`src/rtl/pulse_pkg.sv`:
```
// rtl/pulse_pkg.sv - shared state encodings and default pulse stretch constants
package pulse_pkg;

  // FSM encodings for the pulse width decoder
  typedef enum logic [1:0] {
    IDLE     = 2'd0,
    MEASURE  = 2'd1,
    OVERLONG = 2'd2
  } state_e;

  // Defaults shared with the pulse stretcher so both ends agree on the width
  localparam int DEF_STRETCH_LEN = 4;
  localparam int DEF_TOL         = 1;
  localparam int DEF_CNT_W       = 8;

endpackage

```
`src/rtl/pulse_width_decoder_if.sv`:
```
// rtl/pulse_width_decoder_if.sv - pulse input and decoded strobe/width bundle
interface pulse_width_decoder_if
  import pulse_pkg::*;
#(
  parameter int CNT_W = DEF_CNT_W
) ();

  logic             pulse_in;
  logic             pulse_out;
  logic [CNT_W-1:0] width_out;
  logic             width_valid;
  logic             err_short;
  logic             err_long;

  // Source of the stretched pulse, consumer of the decoded results
  modport master (
    output pulse_in,
    input  pulse_out,
    input  width_out,
    input  width_valid,
    input  err_short,
    input  err_long
  );

  // The decoder itself
  modport slave (
    input  pulse_in,
    output pulse_out,
    output width_out,
    output width_valid,
    output err_short,
    output err_long
  );

endinterface

```
`src/rtl/pulse_sync_2ff.sv`:
```
// rtl/pulse_sync_2ff.sv - two-flop synchronizer for an asynchronous level, reset to 0
module pulse_sync_2ff (
  input  logic clk,
  input  logic rst,
  input  logic d,
  output logic q
);

  logic meta_q, meta_d;
  logic sync_q, sync_d;

  // Next values simply shift the input down the chain
  always_comb begin
    meta_d = d;
    sync_d = meta_q;
  end

  // Synchronizer flops, cleared by reset
  always_ff @(posedge clk or posedge rst) begin
    if (rst) begin
      meta_q <= 1'b0;
      sync_q <= 1'b0;
    end else begin
      meta_q <= meta_d;
      sync_q <= sync_d;
    end
  end

  assign q = sync_q;

endmodule

```
`src/rtl/pulse_width_decoder.sv`:
```
// rtl/pulse_width_decoder.sv - measures stretched pulse width, emits strobe or error (PULSE_WIDTH_DECODER_SYNC_EN adds input synchronizer)
module pulse_width_decoder
  import pulse_pkg::*;
#(
  parameter int STRETCH_LEN = DEF_STRETCH_LEN,
  parameter int TOL         = DEF_TOL,
  parameter int CNT_W       = DEF_CNT_W
) (
  input logic                  clk,
  input logic                  rst,
  pulse_width_decoder_if.slave bus
);

  // Window bounds in counter width; cnt saturates at the upper bound
  localparam logic [CNT_W-1:0] MIN_W = CNT_W'(STRETCH_LEN - TOL);
  localparam logic [CNT_W-1:0] MAX_W = CNT_W'(STRETCH_LEN + TOL);

  logic pulse_s;

`ifdef PULSE_WIDTH_DECODER_SYNC_EN
  pulse_sync_2ff u_sync (
    .clk (clk),
    .rst (rst),
    .d   (bus.pulse_in),
    .q   (pulse_s)
  );
`else
  assign pulse_s = bus.pulse_in;
`endif

  state_e           state_q, state_d;
  logic [CNT_W-1:0] cnt_q, cnt_d;
  logic [CNT_W-1:0] width_q, width_d;
  logic             pulse_out_q, pulse_out_d;
  logic             width_valid_q, width_valid_d;
  logic             err_short_q, err_short_d;
  logic             err_long_q, err_long_d;

  // Next-state, counter and registered-output decode
  always_comb begin
    state_d       = state_q;
    cnt_d         = cnt_q;
    width_d       = width_q;
    pulse_out_d   = 1'b0;
    width_valid_d = 1'b0;
    err_short_d   = 1'b0;
    err_long_d    = 1'b0;

    unique case (state_q)
      IDLE: begin
        if (pulse_s) begin
          state_d = MEASURE;
          cnt_d   = CNT_W'(1);
        end
      end

      MEASURE: begin
        if (pulse_s) begin
          if (cnt_q < MAX_W) begin
            cnt_d = cnt_q + CNT_W'(1);
          end else begin
            // Too long already: flag once and stop counting, width_out keeps old value
            err_long_d = 1'b1;
            state_d    = OVERLONG;
          end
        end else begin
          // Falling edge seen; cnt never exceeds MAX_W here, so only the low bound matters
          state_d       = IDLE;
          cnt_d         = '0;
          width_d       = cnt_q;
          width_valid_d = 1'b1;
          if (cnt_q >= MIN_W) begin
            pulse_out_d = 1'b1;
          end else begin
            err_short_d = 1'b1;
          end
        end
      end

      OVERLONG: begin
        if (!pulse_s) begin
          state_d = IDLE;
          cnt_d   = '0;
        end
      end

      default: begin
        state_d = IDLE;
        cnt_d   = '0;
      end
    endcase
  end

  // State, counter and output registers; reset abandons any measurement in flight
  always_ff @(posedge clk or posedge rst) begin
    if (rst) begin
      state_q       <= IDLE;
      cnt_q         <= '0;
      width_q       <= '0;
      pulse_out_q   <= 1'b0;
      width_valid_q <= 1'b0;
      err_short_q   <= 1'b0;
      err_long_q    <= 1'b0;
    end else begin
      state_q       <= state_d;
      cnt_q         <= cnt_d;
      width_q       <= width_d;
      pulse_out_q   <= pulse_out_d;
      width_valid_q <= width_valid_d;
      err_short_q   <= err_short_d;
      err_long_q    <= err_long_d;
    end
  end

  assign bus.pulse_out   = pulse_out_q;
  assign bus.width_out   = width_q;
  assign bus.width_valid = width_valid_q;
  assign bus.err_short   = err_short_q;
  assign bus.err_long    = err_long_q;

endmodule

```
`src/flat_wrapper.sv`:
```
// flat-port wrapper written by rule: the top's interface ports become plain ports
module pulse_width_decoder_flat import pulse_pkg::*;
#(
  parameter int STRETCH_LEN = DEF_STRETCH_LEN,
  parameter int TOL         = DEF_TOL,
  parameter int CNT_W       = DEF_CNT_W
)
  (clk, rst, bus_pulse_in, bus_pulse_out, bus_width_out, bus_width_valid, bus_err_short, bus_err_long);
  pulse_width_decoder_if #(.CNT_W(CNT_W)) bus_i ();
  input logic clk;
  input logic rst;
  input wire logic [$bits(bus_i.pulse_in)-1:0] bus_pulse_in;
  output wire logic [$bits(bus_i.pulse_out)-1:0] bus_pulse_out;
  output wire logic [$bits(bus_i.width_out)-1:0] bus_width_out;
  output wire logic [$bits(bus_i.width_valid)-1:0] bus_width_valid;
  output wire logic [$bits(bus_i.err_short)-1:0] bus_err_short;
  output wire logic [$bits(bus_i.err_long)-1:0] bus_err_long;
  assign bus_i.pulse_in = bus_pulse_in;
  assign bus_pulse_out = bus_i.pulse_out;
  assign bus_width_out = bus_i.width_out;
  assign bus_width_valid = bus_i.width_valid;
  assign bus_err_short = bus_i.err_short;
  assign bus_err_long = bus_i.err_long;
  pulse_width_decoder #(.STRETCH_LEN(STRETCH_LEN), .TOL(TOL), .CNT_W(CNT_W)) u_core (.clk(clk), .rst(rst), .bus(bus_i));
endmodule
```
`config.mk`:
```
export PLATFORM = sky130hd
export DESIGN_NAME = pulse_width_decoder_flat
export DESIGN_NICKNAME = d
export VERILOG_FILES = /design/src/rtl/pulse_pkg.sv /design/src/rtl/pulse_width_decoder_if.sv /design/src/rtl/pulse_sync_2ff.sv /design/src/rtl/pulse_width_decoder.sv /design/src/flat_wrapper.sv
export SDC_FILE = /design/constraint.sdc
export NUM_CORES = 1
export LEC_CHECK = 0
export CORE_ASPECT_RATIO = 0.7
export CORE_MARGIN = 5
export CORE_UTILIZATION = 30
export CTS_BUF_LIST = sky130_fd_sc_hd__clkbuf_8
export CTS_CLUSTER_DIAMETER = 60
export DETAILED_ROUTE_END_ITERATION = 12
export SLEW_MARGIN = 25
export SYNTH_ARGS = -nofsm -noshare
export SYNTH_HDL_FRONTEND = slang
export SYNTH_SLANG_ARGS = --single-unit
```
`constraint.sdc`:
```
create_clock -name clk -period 1.9 [get_ports clk]
set_clock_uncertainty 0.05 [all_clocks]
set_input_delay 0.38 -clock clk [delete_from_list [all_inputs] [get_ports clk]]
set_output_delay 0.38 -clock clk [all_outputs]
set_load 0.02 [all_outputs]
```
==> flow_summary.ini <==
[outcome]
run_status = completed

[synth]
synth_edf_count = 0
ys.warnings.count = 0
ys_async_rst_share_pct = 100
syn-cell-area_mm2 = 0.00102
synth_top_cells_by_count = sky130_fd_sc_hd__dfrtp_1, sky130_fd_sc_hd__mux2_2, sky130_fd_sc_hd__inv_1, sky130_fd_sc_hd__nand3_1
synth.area.top_cells = sky130_fd_sc_hd__dfrtp_1, sky130_fd_sc_hd__mux2_2, sky130_fd_sc_hd__ha_1
netlist.area_leader.share_pct = 53.7
most_area_hungry_cell_type_in_the_yosys_netlist = sky130_fd_sc_hd__dfrtp_1
syn-mean-instance-area_um2 = 12.5
synth.ff_latch_count = 22
net_count_after_synthesis = 87
synth.lib_cells_used.distinct = 38
yosysMostFrequentCell = sky130_fd_sc_hd__dfrtp_1
synth-seq-area-share_pct = 53.7
ys_dominant_reg_cell = sky130_fd_sc_hd__dfrtp_1
netlist_instances = 82

[clock_tree]
clock-root-buffer = sky130_fd_sc_hd__clkbuf_8
clk_latency_worst_skew_pair_ns = 0.26
cts_buffer_depth = 2
clk_pin_slew_worst_paths_ns = 0.08
clock_sinks = 22
post_cts_hold_buffer_count = 0
total_cts_buffers = 3
post_cts.repair.setup_buffers = 0
cts.htree.levels = 1
cts_tree = yes
postCtsResizedCells = 0

[place]
post-dp-hpwl_um = 1390
gp_routability_congestion = 0.769
dp_slack_ns = -0.0488
detailed_place.area_mm2 = 0.00124
place.port_buffers = 14

[layout]
count_of_filler_cells_inserted_in_the_layout = 321
drive_gt1_share_pct = 23.5
num-nets-final = 108
layout.area.seq_um2 = 551
multi_input_comb_area_um2 = 435
area_growth_pct = 26.1
fin_area_mm2 = 0.00129
insertedDiodeCount = 0

[pwr]
p_leak_uw = 0.000567
fin_total_pwr_uw = 1010
power_density_mw_per_mm2 = 778
ir_drop_v = 0.000390

[timing]
relSlewSlack_pct = 71.2
fmaxAchievable_mhz = 601
setup_viol = 0
timing.final.hold_violations = 0
setup_slack_ns = 0.236
layout_min_cycle_time_ns = 1.66
maxSlewViolCount = 0
final_min_period_over_clock_period_pct = 87.6
tns_ns = 0
worst-slew-pin-transition_ns = 0.430
grt_setup_unrepaired = no

[floorplanning]
die_outline_height_um = 58.9
starting_density_of_the_core_pct = 31.9
row_count = 17
die_width_um = 79.9
num_io_pins = 15
design.core.area_mm2 = 0.00321
fp.dieArea_mm2 = 0.00470

[global_route]
largest_net_degree_at_the_start_of_global_routing = 23
number_of_global_route_vias_before_repair = 662
grt.total_usage_pct = 8.91
gr-total-overflow = 0
wire_length_of_the_first_global_routing_pass_um = 3230
initial_antenna_violation_count = 0

[routing]
detail_route.first_pass.iterations = 4
route.vias.total = 693
average_detailed_routed_wire_length_per_instance_um = 12.4
dr.first_iter.drc_count = 10
drt.antenna.violating_nets = 0
viasPerCell = 4.65
drcViolationCount = 0
routed_wl_um = 1850

[setup_path]
cp_data_arrival_time_ns = 1.77
critPathKind = input pin to flip-flop
end_kind = flip-flop
worst_setup_path_start_kind = input pin
critical_path.max_fanout = 8
timing.critical_path.required_ns = 2.00

[min_path]
hold_path.class = input pin to asynchronous set/reset pin

[flow_run]
reported_max_cap_violation_count = 0
-- worst paths after layout --
check                                   startpoint                      end  slack (ns)  cells after the start
max                                   bus_pulse_in          u_core.cnt_q[3]        0.24                      5
min                                            rst     u_core.bus.pulse_out        0.40                      3
max reg2reg                        u_core.cnt_q[0]          u_core.cnt_q[3]        0.29                      6
min reg2reg                u_core.bus.width_out[4]  u_core.bus.width_out[4]        0.46                      1
max in group asynchronous                      rst          u_core.cnt_q[3]        1.18                      3
min in group clk           u_core.bus.width_out[4]  u_core.bus.width_out[4]        0.46                      1
-- per-layer routing --
metal	vias up	routed length, µm	global-route usage, %
li1	334	-	-
met1	340	997	13.3
met2	17	727	11.7
met3	2	115	3.67
met4	0	11	2.17
met5	-	0	0
-- sequential cells by signal, summed over array words and instances, names as in the netlist --
name,count
u_core.bus.err_long,1
u_core.bus.err_short,1
u_core.bus.pulse_out,1
u_core.bus.width_out,8
u_core.bus.width_valid,1
u_core.cnt_q,8
u_core.state_q,2
-- per-stage QoR --
step                      hold WS (ns)  std cells  util, %
after global routing             0.452        149     40.2
after detailed placement         0.448        145     38.5
final                            0.404        149     40.2
after CTS                        0.412        149     40.2
after floorplan                  0.319         82        -
after global placement           0.443        145     38.5
-- placed cells by master, fill, tap and decap left out, types with 2 or more instances in the layout --
cell type	Yosys	layout
sky130_fd_sc_hd__dfrtp_1	22	22
sky130_fd_sc_hd__clkdlybuf4s50_1	0	14
sky130_fd_sc_hd__mux2_2	8	8
sky130_fd_sc_hd__buf_4	1	5
sky130_fd_sc_hd__nand3_1	4	4
sky130_fd_sc_hd__inv_1	4	4
sky130_fd_sc_hd__clkbuf_8	0	4
sky130_fd_sc_hd__nand2_1	3	3
sky130_fd_sc_hd__o21a_1	3	3
sky130_fd_sc_hd__o21ai_0	3	3
sky130_fd_sc_hd__nor2b_1	2	2
sky130_fd_sc_hd__a21oi_1	2	2
sky130_fd_sc_hd__and2_1	2	2
sky130_fd_sc_hd__ha_1	2	2
-- power breakdown --
part | total, µW | leakage, µW | internal (µW) | switching [µW]
registers | 510 | 0.000297 | 493 | 17.6
clock network | 329 | 0.0000288 | 185 | 145
logic | 166 | 0.000241 | 81.8 | 83.8
-- layout make-up --
type / count / share of cell area [%]
Sequential cell: 22 / 42.6
Multi-Input combinational cell: 53 / 33.7
Timing Repair Buffer: 19 / 13.7
Tap cell: 47 / 4.55
Clock buffer: 4 / 4.26
Inverter: 4 / 1.16
-- kinds of logic after synthesis --
logic type	synth area share (%)
and+or+nand+nor	16.6
DFF	53.7
AOI/OAI and AO/OA	13.8
muxes	8.79
buffers and inverters	3.78
adders and majority gates	2.44
xor gates and xnor gates	0.855
-- critical path, cell delays in order --
cell	delay [ns]
sky130_fd_sc_hd__clkdlybuf4s50_1	0.52
sky130_fd_sc_hd__or2_1	0.29
sky130_fd_sc_hd__a21oi_2	0.31
sky130_fd_sc_hd__nor4_1	0.10
sky130_fd_sc_hd__o21a_1	0.17
Note: power is estimated with default switching activity, not from simulation.
